**src/rtl/writeback_arbiter_pkg.sv**
```systemverilog
// Shared types and constants for the register-bank write-back arbiter.
package writeback_arbiter_pkg;

    localparam int REG_ADDR_W = 4;
    localparam int DATA_W     = 32;
    localparam int NUM_REGS   = 16;

    // One register-bank write port beat.
    typedef struct packed {
        logic                  we;
        logic [REG_ADDR_W-1:0] dest;
        logic [DATA_W-1:0]     data;
    } wb_port_t;

    // One buffered load return.
    typedef struct packed {
        logic [REG_ADDR_W-1:0] dest;
        logic [DATA_W-1:0]     data;
    } wb_entry_t;

    localparam int ENTRY_W = $bits(wb_entry_t);

    typedef enum logic [1:0] {
        SEL_NONE = 2'd0,
        SEL_ALU  = 2'd1,
        SEL_LOAD = 2'd2
    } wb_sel_e;

endpackage

```
**src/rtl/writeback_arbiter_if.sv**
```systemverilog
// Producer/issue-side bundle and register-bank write port of the write-back arbiter.
interface writeback_arbiter_if #(
    parameter int DATA_W   = writeback_arbiter_pkg::DATA_W,
    parameter int NUM_REGS = writeback_arbiter_pkg::NUM_REGS
);
    import writeback_arbiter_pkg::*;

    logic                  Alu_Valid;
    logic                  Alu_Ready;
    logic [REG_ADDR_W-1:0] Alu_Dest;
    logic [DATA_W-1:0]     Alu_Data;
    logic                  Load_Issue;
    logic [REG_ADDR_W-1:0] Load_Issue_Dest;
    logic                  Load_Valid;
    logic                  Load_Ready;
    logic [REG_ADDR_W-1:0] Load_Dest;
    logic [DATA_W-1:0]     Load_Data;
    logic                  Write_Enable;
    logic [REG_ADDR_W-1:0] Destination;
    logic [DATA_W-1:0]     LDR_MUX;
    logic [NUM_REGS-1:0]   Busy_Mask;

    modport slave (
        input  Alu_Valid, Alu_Dest, Alu_Data,
        input  Load_Issue, Load_Issue_Dest,
        input  Load_Valid, Load_Dest, Load_Data,
        output Alu_Ready, Load_Ready,
        output Write_Enable, Destination, LDR_MUX, Busy_Mask
    );

    modport master (
        output Alu_Valid, Alu_Dest, Alu_Data,
        output Load_Issue, Load_Issue_Dest,
        output Load_Valid, Load_Dest, Load_Data,
        input  Alu_Ready, Load_Ready,
        input  Write_Enable, Destination, LDR_MUX, Busy_Mask
    );

endinterface

```
**src/rtl/writeback_arbiter_fifo.sv**
```systemverilog
// wb_fifo: in-order synchronous FIFO for load returns; DEPTH must be a power of two
// so the pointers wrap by plain overflow.
module wb_fifo #(
    parameter int DEPTH = 2,
    parameter int WIDTH = 36
) (
    input  logic                       clk_i,
    input  logic                       rst_i,
    input  logic                       push_i,
    input  logic [WIDTH-1:0]           wdata_i,
    input  logic                       pop_i,
    output logic [WIDTH-1:0]           rdata_o,
    output logic                       full_o,
    output logic                       empty_o,
    output logic [$clog2(DEPTH+1)-1:0] count_o
);
    localparam int PTR_W = (DEPTH > 1) ? $clog2(DEPTH) : 1;
    localparam int CNT_W = $clog2(DEPTH + 1);

    logic [WIDTH-1:0] mem_q [DEPTH];
    logic [PTR_W-1:0] wr_ptr_q, wr_ptr_d;
    logic [PTR_W-1:0] rd_ptr_q, rd_ptr_d;
    logic [CNT_W-1:0] count_q, count_d;
    logic             push_s;
    logic             pop_s;

    assign full_o  = (count_q == CNT_W'(DEPTH));
    assign empty_o = (count_q == {CNT_W{1'b0}});
    assign count_o = count_q;
    assign rdata_o = mem_q[rd_ptr_q];
    assign push_s  = push_i && !full_o;
    assign pop_s   = pop_i && !empty_o;

    // Pointer and occupancy next state.
    always_comb begin
        wr_ptr_d = wr_ptr_q;
        rd_ptr_d = rd_ptr_q;
        count_d  = count_q;
        if (push_s) begin
            wr_ptr_d = wr_ptr_q + PTR_W'(1);
        end else begin
            wr_ptr_d = wr_ptr_q;
        end
        if (pop_s) begin
            rd_ptr_d = rd_ptr_q + PTR_W'(1);
        end else begin
            rd_ptr_d = rd_ptr_q;
        end
        case ({push_s, pop_s})
            2'b10:   count_d = count_q + CNT_W'(1);
            2'b01:   count_d = count_q - CNT_W'(1);
            default: count_d = count_q;
        endcase
    end

    // Storage and pointer registers.
    always_ff @(posedge clk_i) begin
        if (rst_i) begin
            wr_ptr_q <= {PTR_W{1'b0}};
            rd_ptr_q <= {PTR_W{1'b0}};
            count_q  <= {CNT_W{1'b0}};
            for (int i = 0; i < DEPTH; i++) begin
                mem_q[i] <= {WIDTH{1'b0}};
            end
        end else begin
            wr_ptr_q <= wr_ptr_d;
            rd_ptr_q <= rd_ptr_d;
            count_q  <= count_d;
            if (push_s) begin
                mem_q[wr_ptr_q] <= wdata_i;
            end
        end
    end

endmodule

```
**src/rtl/writeback_arbiter.sv**
```systemverilog
// Register-bank write-port master: arbitrates ALU results against buffered load
// returns and tracks outstanding loads per register.
module writeback_arbiter #(
    parameter int LOAD_FIFO_DEPTH = 2,
    parameter int NUM_REGS        = writeback_arbiter_pkg::NUM_REGS,
    parameter int DATA_W          = writeback_arbiter_pkg::DATA_W
) (
    input  logic              Clock,
    input  logic              Reset,
    writeback_arbiter_if.slave bus
);
    import writeback_arbiter_pkg::*;

    localparam int CNT_W = $clog2(LOAD_FIFO_DEPTH + 1);

    wb_entry_t           push_entry_s;
    wb_entry_t           head_s;
    logic                push_s;
    logic                pop_s;
    logic                fifo_full_s;
    logic                fifo_empty_s;
    logic [CNT_W-1:0]    fifo_count_s;
    logic                has_room_s;
    wb_sel_e             sel_s;
    wb_port_t            wport_q, wport_d;
    logic [NUM_REGS-1:0] busy_q, busy_d;

    // Both producers stall on a full FIFO so the head can drain ahead of the ALU.
    assign has_room_s     = (fifo_count_s < CNT_W'(LOAD_FIFO_DEPTH));
    assign bus.Alu_Ready  = has_room_s;
    assign bus.Load_Ready = has_room_s;

    assign push_entry_s = '{dest: bus.Load_Dest, data: bus.Load_Data};
    assign push_s       = bus.Load_Valid && has_room_s;

    wb_fifo #(
        .DEPTH (LOAD_FIFO_DEPTH),
        .WIDTH (ENTRY_W)
    ) u_wb_fifo (
        .clk_i   (Clock),
        .rst_i   (Reset),
        .push_i  (push_s),
        .wdata_i (push_entry_s),
        .pop_i   (pop_s),
        .rdata_o (head_s),
        .full_o  (fifo_full_s),
        .empty_o (fifo_empty_s),
        .count_o (fifo_count_s)
    );

    // Source selection: drain a full FIFO first, then ALU, then any buffered load.
    always_comb begin
        sel_s = SEL_NONE;
        pop_s = 1'b0;
        if (fifo_full_s && !fifo_empty_s) begin
            sel_s = SEL_LOAD;
            pop_s = 1'b1;
        end else if (bus.Alu_Valid) begin
            sel_s = SEL_ALU;
            pop_s = 1'b0;
        end else if (!fifo_empty_s) begin
            sel_s = SEL_LOAD;
            pop_s = 1'b1;
        end else begin
            sel_s = SEL_NONE;
            pop_s = 1'b0;
        end
    end

    // Next write-port beat; address and data hold when no write is selected.
    always_comb begin
        wport_d    = wport_q;
        wport_d.we = 1'b0;
        case (sel_s)
            SEL_ALU:  wport_d = '{we: 1'b1, dest: bus.Alu_Dest, data: bus.Alu_Data};
            SEL_LOAD: wport_d = '{we: 1'b1, dest: head_s.dest, data: head_s.data};
            default:  wport_d.we = 1'b0;
        endcase
    end

    // Pending-load scoreboard; a same-cycle issue overrides the write-back clear.
    always_comb begin
        busy_d = busy_q;
        if (pop_s) begin
            busy_d[head_s.dest] = 1'b0;
        end else begin
            busy_d = busy_q;
        end
        if (bus.Load_Issue) begin
            busy_d[bus.Load_Issue_Dest] = 1'b1;
        end else begin
            busy_d = busy_d;
        end
    end

    // Write-port and scoreboard registers.
    always_ff @(posedge Clock) begin
        if (Reset) begin
            wport_q <= '0;
            busy_q  <= {NUM_REGS{1'b0}};
        end else begin
            wport_q <= wport_d;
            busy_q  <= busy_d;
        end
    end

    assign bus.Write_Enable = wport_q.we;
    assign bus.Destination  = wport_q.dest;
    assign bus.LDR_MUX      = wport_q.data;
    assign bus.Busy_Mask    = busy_q;

endmodule

```
**src/flat_wrapper.sv**
```systemverilog
// flat-port wrapper written by rule: the top's interface ports become plain ports
module writeback_arbiter_flat import writeback_arbiter_pkg::*;
#(
    parameter int LOAD_FIFO_DEPTH = 2,
    parameter int NUM_REGS        = writeback_arbiter_pkg::NUM_REGS,
    parameter int DATA_W          = writeback_arbiter_pkg::DATA_W
)
  (Clock, Reset, bus_Alu_Valid, bus_Alu_Dest, bus_Alu_Data, bus_Load_Issue, bus_Load_Issue_Dest, bus_Load_Valid, bus_Load_Dest, bus_Load_Data, bus_Alu_Ready, bus_Load_Ready, bus_Write_Enable, bus_Destination, bus_LDR_MUX, bus_Busy_Mask);
  writeback_arbiter_if #(.DATA_W(DATA_W), .NUM_REGS(NUM_REGS)) bus_i ();
  input  logic Clock;
  input  logic Reset;
  input wire logic [$bits(bus_i.Alu_Valid)-1:0] bus_Alu_Valid;
  input wire logic [$bits(bus_i.Alu_Dest)-1:0] bus_Alu_Dest;
  input wire logic [$bits(bus_i.Alu_Data)-1:0] bus_Alu_Data;
  input wire logic [$bits(bus_i.Load_Issue)-1:0] bus_Load_Issue;
  input wire logic [$bits(bus_i.Load_Issue_Dest)-1:0] bus_Load_Issue_Dest;
  input wire logic [$bits(bus_i.Load_Valid)-1:0] bus_Load_Valid;
  input wire logic [$bits(bus_i.Load_Dest)-1:0] bus_Load_Dest;
  input wire logic [$bits(bus_i.Load_Data)-1:0] bus_Load_Data;
  output wire logic [$bits(bus_i.Alu_Ready)-1:0] bus_Alu_Ready;
  output wire logic [$bits(bus_i.Load_Ready)-1:0] bus_Load_Ready;
  output wire logic [$bits(bus_i.Write_Enable)-1:0] bus_Write_Enable;
  output wire logic [$bits(bus_i.Destination)-1:0] bus_Destination;
  output wire logic [$bits(bus_i.LDR_MUX)-1:0] bus_LDR_MUX;
  output wire logic [$bits(bus_i.Busy_Mask)-1:0] bus_Busy_Mask;
  assign bus_i.Alu_Valid = bus_Alu_Valid;
  assign bus_i.Alu_Dest = bus_Alu_Dest;
  assign bus_i.Alu_Data = bus_Alu_Data;
  assign bus_i.Load_Issue = bus_Load_Issue;
  assign bus_i.Load_Issue_Dest = bus_Load_Issue_Dest;
  assign bus_i.Load_Valid = bus_Load_Valid;
  assign bus_i.Load_Dest = bus_Load_Dest;
  assign bus_i.Load_Data = bus_Load_Data;
  assign bus_Alu_Ready = bus_i.Alu_Ready;
  assign bus_Load_Ready = bus_i.Load_Ready;
  assign bus_Write_Enable = bus_i.Write_Enable;
  assign bus_Destination = bus_i.Destination;
  assign bus_LDR_MUX = bus_i.LDR_MUX;
  assign bus_Busy_Mask = bus_i.Busy_Mask;
  writeback_arbiter #(.LOAD_FIFO_DEPTH(LOAD_FIFO_DEPTH), .NUM_REGS(NUM_REGS), .DATA_W(DATA_W)) u_core (.Clock(Clock), .Reset(Reset), .bus(bus_i));
endmodule
```
**config.mk**
```make
export PLATFORM = sky130hd
export DESIGN_NAME = writeback_arbiter_flat
export DESIGN_NICKNAME = d
export VERILOG_FILES = /design/src/rtl/writeback_arbiter_pkg.sv /design/src/rtl/writeback_arbiter_if.sv /design/src/rtl/writeback_arbiter_fifo.sv /design/src/rtl/writeback_arbiter.sv /design/src/flat_wrapper.sv
export SDC_FILE = /design/constraint.sdc
export NUM_CORES = 1
export LEC_CHECK = 0
export BUFFER_PORTS_ARGS = -buffer_cell sky130_fd_sc_hd__buf_2
export CAP_MARGIN = 20
export CORE_MARGIN = 2
export CORE_UTILIZATION = 35
export CTS_CLUSTER_DIAMETER = 30
export DETAILED_ROUTE_END_ITERATION = 6
export REMOVE_ABC_BUFFERS = 1
export SLEW_MARGIN = 0
export SYNTH_ARGS = -nofsm -noshare
export SYNTH_HDL_FRONTEND = slang
export SYNTH_SLANG_ARGS = --single-unit
```
**constraint.sdc**
```tcl
create_clock -name Clock -period 3.6 [get_ports Clock]
set_input_delay 0.18 -clock Clock [delete_from_list [all_inputs] [get_ports Clock]]
set_output_delay 0.18 -clock Clock [all_outputs]
set_load 0.01 [all_outputs]
```
==> results of run 1 <==
## cell families after synthesis
kind of cell	Yosys count	synth area share, %
mux	4	0.727
fa+ha+maj	1	0.214
compound gates	149	18.1
xor+xnor	3	0.449
simple gates	188	19.1
flops	130	56.8
buf+inv	51	4.54
## path summary, 6_finish.rpt
path	to	slack (ns)	cells past startpoint
worst max-delay path	u_core.u_wb_fifo.count_o[1]	1.17	5
worst min-delay path	u_core.u_wb_fifo.mem_q[1][5]	0.05	2
worst max register to register	u_core.u_wb_fifo.count_o[1]	1.17	5
worst min register to register	u_core.bus.LDR_MUX[3]	0.45	2
## state kept, by name, indices dropped and copies added (netlist names), named ones only
| signal | flops |
|---|---|
| u_core.u_wb_fifo.count_o | 2 |
| u_core.bus.LDR_MUX | 32 |
| u_core.u_wb_fifo.mem_q | 72 |
| u_core.bus.Write_Enable | 1 |
| u_core.u_wb_fifo.rd_ptr_q | 1 |
| u_core.bus.Busy_Mask | 16 |
| u_core.u_wb_fifo.wr_ptr_q | 1 |
| u_core.bus.Destination | 4 |
## per-stage QoR
step                      area [um^2]  hold slack, ns
after global routing             7310          0.0447
after floorplan                  5600           0.249
final                            7310          0.0477
after detailed placement         6640           0.446
after CTS                        7280          0.0307
after global placement           6610           0.439
## per-layer routing
metal	share of wire, %	track usage (%)
met5	0	0
met2	47	26.6
met4	2.3	8.33
met1	47	22.3
met3	4.2	3.46
## final cells by class
type                    count  area share, %
clock inverters            12           2.53
inverters                   4          0.205
multi-input cells         345           31.2
repair buffers            142           10.5
well taps                 220           3.77
flip-flops and latches    130           45.5
clock buffers              20           6.25
## power by group through the flow
stage,logic [mW],clock network [mW],registers (mW)
2_1_floorplan,0.772,0,2.15
3_3_place_gp,1.33,0,2.11
3_5_place_dp,1.38,0,2.13
4_1_cts,1.38,1.90,2.10
5_1_grt,1.54,1.96,2.14
6_report,1.39,1.87,2.10
## worst max-delay path: stages (launching register included)
cell and delay (ns):
dfxtp_1 0.54, and2_2 0.82, nor2_1 0.11, ha_1 0.36
or3_1 0.37, a21oi_1 0.15
## cells in the mapped netlist, types with 3 or more instances
| cell | instances |
|---|---|
| and2_1 | 74 |
| a311oi_1 | 16 |
| inv_1 | 4 |
| nor4_4 | 3 |
| nand2_1 | 55 |
| a21oi_1 | 55 |
| edfxtp_1 | 72 |
| o31ai_1 | 36 |
| buf_2 | 14 |
| dfxtp_1 | 58 |
| buf_1 | 5 |
| nor2b_1 | 35 |
| nor2_1 | 4 |
| buf_4 | 3 |
| clkbuf_1 | 19 |
| buf_6 | 6 |
| a2111oi_0 | 32 |
==> results by group, run 1 <==
Power and ir drop
  • Clock power share: 35.0%
  • Int Pwr: 3.66 mW
  • Combinational Power Share: about a quarter
  • Leakage: 2.87 nW
  • Tot Pwr: approximately 5.4 mW
  • Maximum VDD drop: 0.451 mV
  • Switching share of power: 31.8%
  • Switch Pwr: ~1.7 mW
  • PwrDens: 733 mW/mm^2
  • Flop pwr share: 39.1%

Timing
  • RSZ-0062 raised after global routing: no
  • Final worst-path cycle share: around 68%
  • Final Setup Violations: 0
  • Setup TNS Final: 0 ns
  • PnR worst setup slack: 1.17 ns
  • Max Freq: 0.411 GHz
  • Tmin final: 2.43 ns
  • Headroom to the max-slew limit: between 30% and 40%
  • Clock skew: around 0.0084 ns
  • Fin. max-slew vios: 0
  • Final hold violation count: 0
  • Slew of the pin with the lowest slew margin: 1.01 ns

Cells and area
  • Post-Layout Cell Count: slightly below 900
  • FF/Latch Area: 0.00332 mm^2
  • Ant. Diodes: 0
  • Layout area overhead: 25.0%
  • Area of the multi-input gates: ~0.0023 mm^2
  • Most frequent cells in the layout: buf_2 (135), and2_1 (73), edfxtp_1 (72)
  • Leading cell type in the layout, fill and taps excluded: buf_2
  • FILL cells: 1612
  • Final net count: 722
  • Fin util: between 40 and 50%
  • Fraction of layout instances using a drive strength above 1: slightly below 30%

Routing
  • Pre-antenna DRT Iters: 4
  • DR WL/cell: 16.9 um
  • DRC errors left: 0
  • Initial DRC Count: 210
  • Routed Antenna Nets: 0
  • Final wirelength: 14800 um
  • Vias: 4408
  • DR vias/cell: ~5.0

Worst setup path
  • Crit path launch type: flop
  • CP startpoint: u_core.u_wb_fifo.count_o[0]
  • Maximum net fanout on the critical path: 42
  • R2r startpoint: u_core.u_wb_fifo.count_o[0]
  • Worst EP required: 3.94 ns
  • Worst Path Arrival: 2.78 ns
  • Critical Path Sink Type: flop
  • Crit path kind: reg2reg

Outcome
  • Status: complete, no violations

GRT
  • Largest net degree at the start of global routing: 59
  • Initial antenna violation count: 0
  • Number of global-route vias before repair: 4528
  • Tot GR Track Use: 16.9%
  • First-pass GRT wire length: between 20000 and 25000 um
  • Overflow left after global routing: 0

Clocking
  • CTS Buffer Depth: 2
  • CTS sink cnt: 130
  • Post-CTS Hold Buffers: 0
  • # resized after CTS: 0
  • Clock transition at the registers of the reported paths: ~0.060 ns
  • CTS tree: built
  • Setup repair bufs after CTS: 0
  • Worst-Skew Late Latency: 0.42 ns
  • Number of H-tree levels: 4
  • CTS Root Cell: clkbuf_16
  • Cts bufs inserted: 17

Run
  • Max Cap Violations: 0

Placement
  • GPL Wtd Cong: 0.787
  • Dpl cells: 840
  • DP Worst Slack: 1.21 ns
  • Detail Placement HPWL: 9620 um
  • Port Buffers: 135

Logic synthesis
  • Post-synth EDFFs: 72
  • Yosys warnings: 0
  • Largest area contributor in the netlist: edfxtp_1
  • Top cells by area, synth: edfxtp_1 (37%), dfxtp_1 (20%), and2_1 (7.9%)
  • Mapped Cells: 526
  • Syn_area_per_cell: about 11 um^2
  • Synth Register Bits: 130
  • Synth top area share: 37.0%
  • Post-synth cell types: 42
  • Post-Syn Area: 0.00585 mm^2
  • Post-synth ARST share: 0%
  • Seq/Total Area, Yosys: 56.8%
  • Top_reg_cell synth: edfxtp_1

Die
  • Chip Height: 133 um
  • Core area: 0.0165 mm^2
  • FP Rows: 47
  • Die area: between 0.015 and 0.02 mm^2
  • Die W: 133 um
  • Top Ports: 136
  • Starting Density: 35.5%

Min path
  • Hold WC Path Type: in2reg
  • Worst hold start: bus_Load_Data[5]
Note: power is estimated with default switching activity, not from simulation.
==> inputs of run 2 (changes only) <==
- clock period: 3.6 -> 2.3 ns (I/O delays scaled with it)
==> run 2 against run 1 <==
  * Via count increased by 4.9%
  * Clock power increased by 44%
  * Utilization increased by 2.2 points
  * Design area increased by 4.9%
  * Highest routed layer unchanged
  * Setup slack got worse by 0.90 ns
  * Largest cell class unchanged
  * Total power increased by 55%
  * Count of clock-buffer cells in the layout decreased by 2
  * Critical path depth decreased by 1
==> results by group, run 2 (synthesis gave the netlist of run 1 again) <==
Outcome
  • Status: complete, no violations (unchanged)

Worst setup path
  • Worst Path Arrival: 2.31 ns (was 2.78 ns)
  • FF-to-FF End: u_core.bus.LDR_MUX[4] (was u_core.u_wb_fifo.count_o[1])
  • Worst-path cell chain: buf_4, nor2b_1, a2111oi_0, o31ai_1 (was and2_2, nor2_1, ha_1, or3_1, a21oi_1)
  • Crit path launch type: flop (unchanged)
  • Critical Path Sink Type: flop (unchanged)
  • Critical path endpoint: u_core.bus.LDR_MUX[4] (was u_core.u_wb_fifo.count_o[1])
  • Maximum net fanout on the critical path: 30 (was 42)
  • Setup slack, reg-to-reg: 0.27 ns (was 1.17 ns)
  • Crit path kind: reg2reg (unchanged)
  • Worst Reg-to-Reg Cells: 4 (was 5)
  • Worst EP required: 2.57 ns (was 3.94 ns)
  • Worst path slowest cell: a2111oi_0 (was and2_2)
  • Slowest stage delay, CP: 0.70 ns (was 0.82 ns)

Timing
  • Tmin final: 2.03 ns (was 2.43 ns)
  • Headroom to the max-slew limit: 39.8% (was 32.2%)
  • Max Freq: 0.492 GHz (was 0.411 GHz)
  • PnR worst setup slack: 0.268 ns (was 1.17 ns)
  • RSZ-0062 raised after global routing: no (unchanged)
  • Clock skew: 0.00682 ns (was 0.00841 ns)
  • Final Setup Violations: 0 (unchanged)
  • Hold slack: 0.00739 ns (was 0.0477 ns)
  • Final worst-path cycle share: 88.3% (was 67.6%)
  • Final hold violation count: 0 (unchanged)
  • Slew of the pin with the lowest slew margin: 0.880 ns (was 1.01 ns)
  • Setup TNS Final: 0 ns (unchanged)
  • Fin. max-slew vios: 0 (unchanged)

GRT
  • Number of global-route vias before repair: 4640 (was 4528)
  • Initial antenna violation count: 0 (unchanged)
  • Tot GR Track Use: 16.9% (about the same)
  • First-pass GRT wire length: 23300 um (about the same)
  • Largest net degree at the start of global routing: 37 (was 59)
  • Overflow left after global routing: 0 (unchanged)

Die
  • Top Ports: 136 (unchanged)
  • Die area: 0.0178 mm^2 (unchanged)
  • FP Rows: 47 (unchanged)
  • Starting Density: 35.5% (unchanged)
  • Chip Height: 133 um (unchanged)
  • Die W: 133 um (unchanged)
  • Core area: 0.0165 mm^2 (unchanged)

Power and ir drop
  • Switching share of power: 32.7% (was 31.8%)
  • PwrDens: 1080 mW/mm^2 (was 733 mW/mm^2)
  • Int Pwr: 5.59 mW (was 3.66 mW)
  • Clock power share: 32.6% (was 35.0%)
  • Leakage: 3.03 nW (was 2.87 nW)
  • Switch Pwr: 2.72 mW (was 1.70 mW)
  • Tot Pwr: 8.31 mW (was 5.36 mW)
  • Combinational Power Share: 29.3% (was 25.9%)
  • Flop pwr share: 38.2% (was 39.1%)
  • Maximum VDD drop: 0.662 mV (was 0.451 mV)

Clocking
  • Worst-Skew Late Latency: 0.41 ns (was 0.42 ns)
  • CTS Root Cell: clkbuf_16 (unchanged)
  • Number of H-tree levels: 4 (unchanged)
  • CTS Buffer Depth: 2 (unchanged)
  • CTS sink cnt: 130 (unchanged)
  • Setup repair bufs after CTS: 0 (unchanged)
  • # resized after CTS: 0 (unchanged)
  • Cts bufs inserted: 17 (unchanged)
  • Clock transition at the registers of the reported paths: 0.06 ns (about the same)
  • CTS tree: built (unchanged)
  • Post-CTS Hold Buffers: 32 (was 0)

Cells and area
  • Ant. Diodes: 0 (unchanged)
  • Most frequent cells in the layout: buf_2 (135), and2_1 (73), edfxtp_1 (72) (unchanged)
  • Leading cell type in the layout, fill and taps excluded: buf_2 (unchanged)
  • Fraction of layout instances using a drive strength above 1: 28.9% (about the same)
  • Final net count: 765 (was 722)
  • Max FFs per register: 72 (unchanged)
  • Layout area overhead: 31.0% (was 25.0%)
  • Biggest register: u_core.u_wb_fifo.mem_q (unchanged)

Placement
  • DP Worst Slack: 0.285 ns (was 1.21 ns)
  • GPL Wtd Cong: 0.760 (was 0.787)
  • Detail Placement HPWL: 9890 um (was 9620 um)
  • Port Buffers: 135 (unchanged)

Routing
  • Pre-antenna DRT Iters: 4 (unchanged)
  • DR WL/cell: 16.1 um (was 16.9 um)
  • Routed Antenna Nets: 0 (unchanged)
  • Final wirelength: 14700 um (was 14800 um)
  • DR vias/cell: 5.05 (about the same)
  • DRC errors left: 0 (unchanged)
  • Vias: 4626 (was 4408)
  • Initial DRC Count: 302 (was 210)

Run
  • Max Cap Violations: 0 (unchanged)

Min path
  • Hold WC Path Type: in2reg (unchanged)
==> run 2: changes by cell type in the layout (fill, tap and decap cells not counted), moves of 2 or more <==
cell           before  now
dlygate4sd3_1       0   32
bufinv_16           5    3
buf_4               5   15
clkinv_4            0    5
clkbuf_8            2    0
==> run 2: per-layer routing <==
layer / GRT usage [%] / up-vias / routed length [um]
li1: - / 2258 / -
met1: 21.1 / 2207 / 6460
met2: 28.3 / 137 / 7240
met3: 3.46 / 24 / 710
met4: 7.68 / 0 / 310
met5: 0 / - / 0
==> run 2: worst max-delay path: cells and delay by family (launching register included) <==
kind,cells,cell delay (ns)
compound gates,2,0.81
buf+inv,1,0.38
flops,1,0.60
simple gates,1,0.08
==> run 2: area by class of cell <==
class                   count  area (um^2)
multi-input cells         345         2280
well taps                 220          275
repair buffers            185         1170
clock buffers              18          429
fillers                  1582         8800
clock inverters            14          165
flip-flops and latches    130         3320
inverters                   4         15.0
==> run 2: how the worst min path moves through the flow <==
stage	startpoint	to	slack, ns	depth (start not counted)
floorplan	Reset	flop	0.18	1
global placement	bus_Load_Data[6]	u_core.u_wb_fifo.mem_q[0][6]	0.40	2
detailed placement	bus_Load_Data[3]	u_core.u_wb_fifo.mem_q[0][3]	0.41	2
CTS	Reset	u_core.u_wb_fifo.wr_ptr_q	0.0006	2
global route	bus_Load_Data[8]	u_core.u_wb_fifo.mem_q[0][8]	0.006	2
finish	bus_Load_Data[27]	u_core.u_wb_fifo.mem_q[0][27]	0.007	2
==> run 2: power by group through the flow <==
stage | clock (mW) | sequential (mW) | combinational (mW)
after floorplan | 0 | 3.36 | 1.21
after global placement | 0 | 3.20 | 2.33
after detailed placement | 0 | 3.22 | 2.39
after CTS | 2.76 | 3.18 | 2.44
after global routing | 2.85 | 3.23 | 2.69
final | 2.70 | 3.17 | 2.43
==> run 2: metrics by stage <==
step / cell area, um^2 / cells / utilization [%]
after floorplan: 5600 / 479 / -
after global placement: 6710 / 850 / 40.7
after detailed placement: 6710 / 850 / 40.7
after CTS: 7620 / 914 / 46.3
after global routing: 7660 / 916 / 46.5
final: 7660 / 916 / 46.5
==> inputs of run 3 (changes only) <==
- BUFFER_PORTS_ARGS: -buffer_cell sky130_fd_sc_hd__buf_2 -> -buffer_cell sky130_fd_sc_hd__buf_4
- PLACE_DENSITY_LB_ADDON: default -> 0.3
==> run 3 against run 2 <==
  * Count of clock-buffer cells in the layout up 10
  * Sequential cell count did not move
  * Non-clock buffer count is 3 higher
  * Via count grew 0.28%
  * Critical path type unchanged
  * Highest routed layer unchanged
==> results by group, run 3 (synthesis gave the netlist of run 1 again) <==
Clocking
  • CTS Root Cell: clkbuf_16 (unchanged)
  • # resized after CTS: 0 (unchanged)
  • CTS sink cnt: 130 (unchanged)
  • CTS tree: built (unchanged)
  • Worst-Skew Late Latency: 0.42 ns (was 0.41 ns)
  • Number of H-tree levels: 4 (unchanged)
  • CTS Buffer Depth: 2 (unchanged)
  • Clock transition at the registers of the reported paths: 0.06 ns (about the same)
  • Setup repair bufs after CTS: 0 (unchanged)
  • Cts bufs inserted: 17 (unchanged)
  • Post-CTS Hold Buffers: 36 (was 32)

Power and ir drop
  • Maximum VDD drop: 0.609 mV (was 0.662 mV)
  • Flop pwr share: 37.0% (was 38.2%)
  • Switching share of power: 31.7% (was 32.7%)
  • Switch Pwr: 2.72 mW (about the same)
  • PwrDens: 1070 mW/mm^2 (was 1080 mW/mm^2)
  • Combinational Power Share: 30.0% (was 29.3%)
  • Leakage: 3.15 nW (was 3.03 nW)
  • Clock power share: 32.9% (was 32.6%)
  • Int Pwr: 5.87 mW (was 5.59 mW)

GRT
  • Tot GR Track Use: 17.5% (was 16.9%)
  • Overflow left after global routing: 0 (unchanged)
  • Largest net degree at the start of global routing: 45 (was 37)
  • First-pass GRT wire length: 24200 um (was 23300 um)
  • Initial antenna violation count: 0 (unchanged)
  • Number of global-route vias before repair: 4650 (was 4640)

Worst setup path
  • Worst path slowest cell: or2_2 (was a2111oi_0)
  • Maximum net fanout on the critical path: 36 (was 30)
  • Crit path kind: reg2reg (unchanged)
  • Critical Path Sink Type: flop (unchanged)
  • Slowest stage delay, CP: 0.78 ns (was 0.70 ns)
  • Cell family with most CP delay: simple AND/OR/NAND/NOR gates (was compound AO/OA/AOI/OAI gates)
  • Crit path launch type: flop (unchanged)
  • Worst-path cell chain: nand2b_4, nor3b_4, or2_2 (was buf_4, nor2b_1, a2111oi_0, o31ai_1)
  • Worst EP required: 2.34 ns (was 2.57 ns)
  • Worst Path Arrival: 2.02 ns (was 2.31 ns)
  • Worst Path Buf+Inv: 0 (was 1)

Timing
  • Final Setup Violations: 0 (unchanged)
  • Clock skew: 0.00566 ns (was 0.00682 ns)
  • Headroom to the max-slew limit: 35.7% (was 39.8%)
  • Tmin final: 1.99 ns (was 2.03 ns)
  • PnR worst setup slack: 0.312 ns (was 0.268 ns)
  • RSZ-0062 raised after global routing: no (unchanged)
  • Fin. max-slew vios: 0 (unchanged)
  • Max Freq: 0.503 GHz (was 0.492 GHz)
  • Final hold violation count: 0 (unchanged)
  • Final worst-path cycle share: 86.4% (was 88.3%)
  • Slew of the pin with the lowest slew margin: 0.965 ns (was 0.880 ns)

Routing
  • Pre-antenna DRT Iters: 4 (unchanged)
  • DRC errors left: 0 (unchanged)
  • Initial DRC Count: 220 (was 302)
  • Final wirelength: 15300 um (was 14700 um)
  • Routed Antenna Nets: 0 (unchanged)
  • DR vias/cell: 5.05 (about the same)
  • Vias: 4639 (was 4626)
  • DR WL/cell: 16.6 um (was 16.1 um)

Cells and area
  • Fin util: 48.9% (was 46.5%)
  • Ant. Diodes: 0 (unchanged)
  • Area of the multi-input gates: 0.00229 mm^2 (was 0.00228 mm^2)
  • Fraction of layout instances using a drive strength above 1: 29.0% (was 28.9%)
  • FF/Latch Area: 0.00332 mm^2 (unchanged)
  • Biggest register: u_core.u_wb_fifo.mem_q (unchanged)
  • Most frequent cells in the layout: buf_4 (151), and2_1 (73), edfxtp_1 (72) (was buf_2 (135), and2_1 (73), edfxtp_1 (72))
  • Layout area overhead: 37.8% (was 31.0%)
  • Max FFs per register: 72 (unchanged)
  • Leading cell type in the layout, fill and taps excluded: buf_4 (was buf_2)
  • Post-Layout Cell Count: 919 (was 916)
  • FILL cells: 1536 (was 1582)
  • Final net count: 768 (was 765)

Placement
  • Port Buffers: 135 (unchanged)
  • Detail Placement HPWL: 10100 um (was 9890 um)
  • DP Worst Slack: 0.287 ns (was 0.285 ns)
  • GPL Wtd Cong: 0.742 (was 0.760)
  • Dpl cells: 851 (was 850)

Min path
  • Hold WC Path Type: in2reg (unchanged)

Outcome
  • Status: complete, no violations (unchanged)

Die
  • Die W: 133 um (unchanged)
  • Top Ports: 136 (unchanged)
  • Starting Density: 35.5% (unchanged)
  • Die area: 0.0178 mm^2 (unchanged)
  • FP Rows: 47 (unchanged)
  • Chip Height: 133 um (unchanged)
  • Core area: 0.0165 mm^2 (unchanged)

Run
  • Max Cap Violations: 0 (unchanged)
## run 3: cell type report
type,count,share of cell area [%]
Clock buffer,28,7.72
Clock inverter,4,0.279
Inverter,4,0.186
Multi-Input combinational cell,345,28.4
Sequential cell,130,41.3
Tap cell,220,3.42
Timing Repair Buffer,188,18.8
## run 3: worst min-delay path: cells and delay by family
family	cells	cell delay (ns)
compound gates	2	0.22
buf+inv	1	0.07
## run 3: power by group through the flow
stage	clock network [mW]	logic, mW	registers [mW]
6_report	2.83	2.58	3.18
5_1_grt	2.97	2.84	3.23
4_1_cts	2.87	2.60	3.18
3_5_place_dp	0	2.55	3.22
3_3_place_gp	0	2.47	3.20
2_1_floorplan	0	1.21	3.36
## run 3: per-layer routing
metal	GRT usage, %	up-vias	wire (um)
li1	-	2261	-
met1	22.2	2248	6820
met2	29.3	116	7520
met3	4.49	14	741
met4	5.79	0	174
met5	0	-	0
## run 3: worst paths after layout
kind | from | end | slack (ns) | cells after the start
worst max-delay path | u_core.u_wb_fifo.count_o[1] | u_core.u_wb_fifo.mem_q[1][23] | 0.31 | 3
worst min register to register | u_core.bus.LDR_MUX[18] | u_core.bus.LDR_MUX[18] | 0.45 | 2
worst max register to register | u_core.u_wb_fifo.count_o[1] | u_core.u_wb_fifo.mem_q[1][23] | 0.31 | 3
worst min-delay path | bus_Alu_Dest[2] | u_core.bus.Destination[2] | 0.03 | 3
## run 3: metrics by stage
step | area, um^2 | TNS (ns) | power, mW | hold slack [ns]
floorplan | 5600 | -16.28 | 4.57 | 0.184
global placement | 7050 | 0 | 5.67 | 0.401
detailed placement | 7050 | 0 | 5.77 | 0.404
CTS | 8060 | 0 | 8.66 | 0.0124
global route | 8060 | 0 | 9.04 | 0.0259
finish | 8060 | 0 | 8.58 | 0.0273
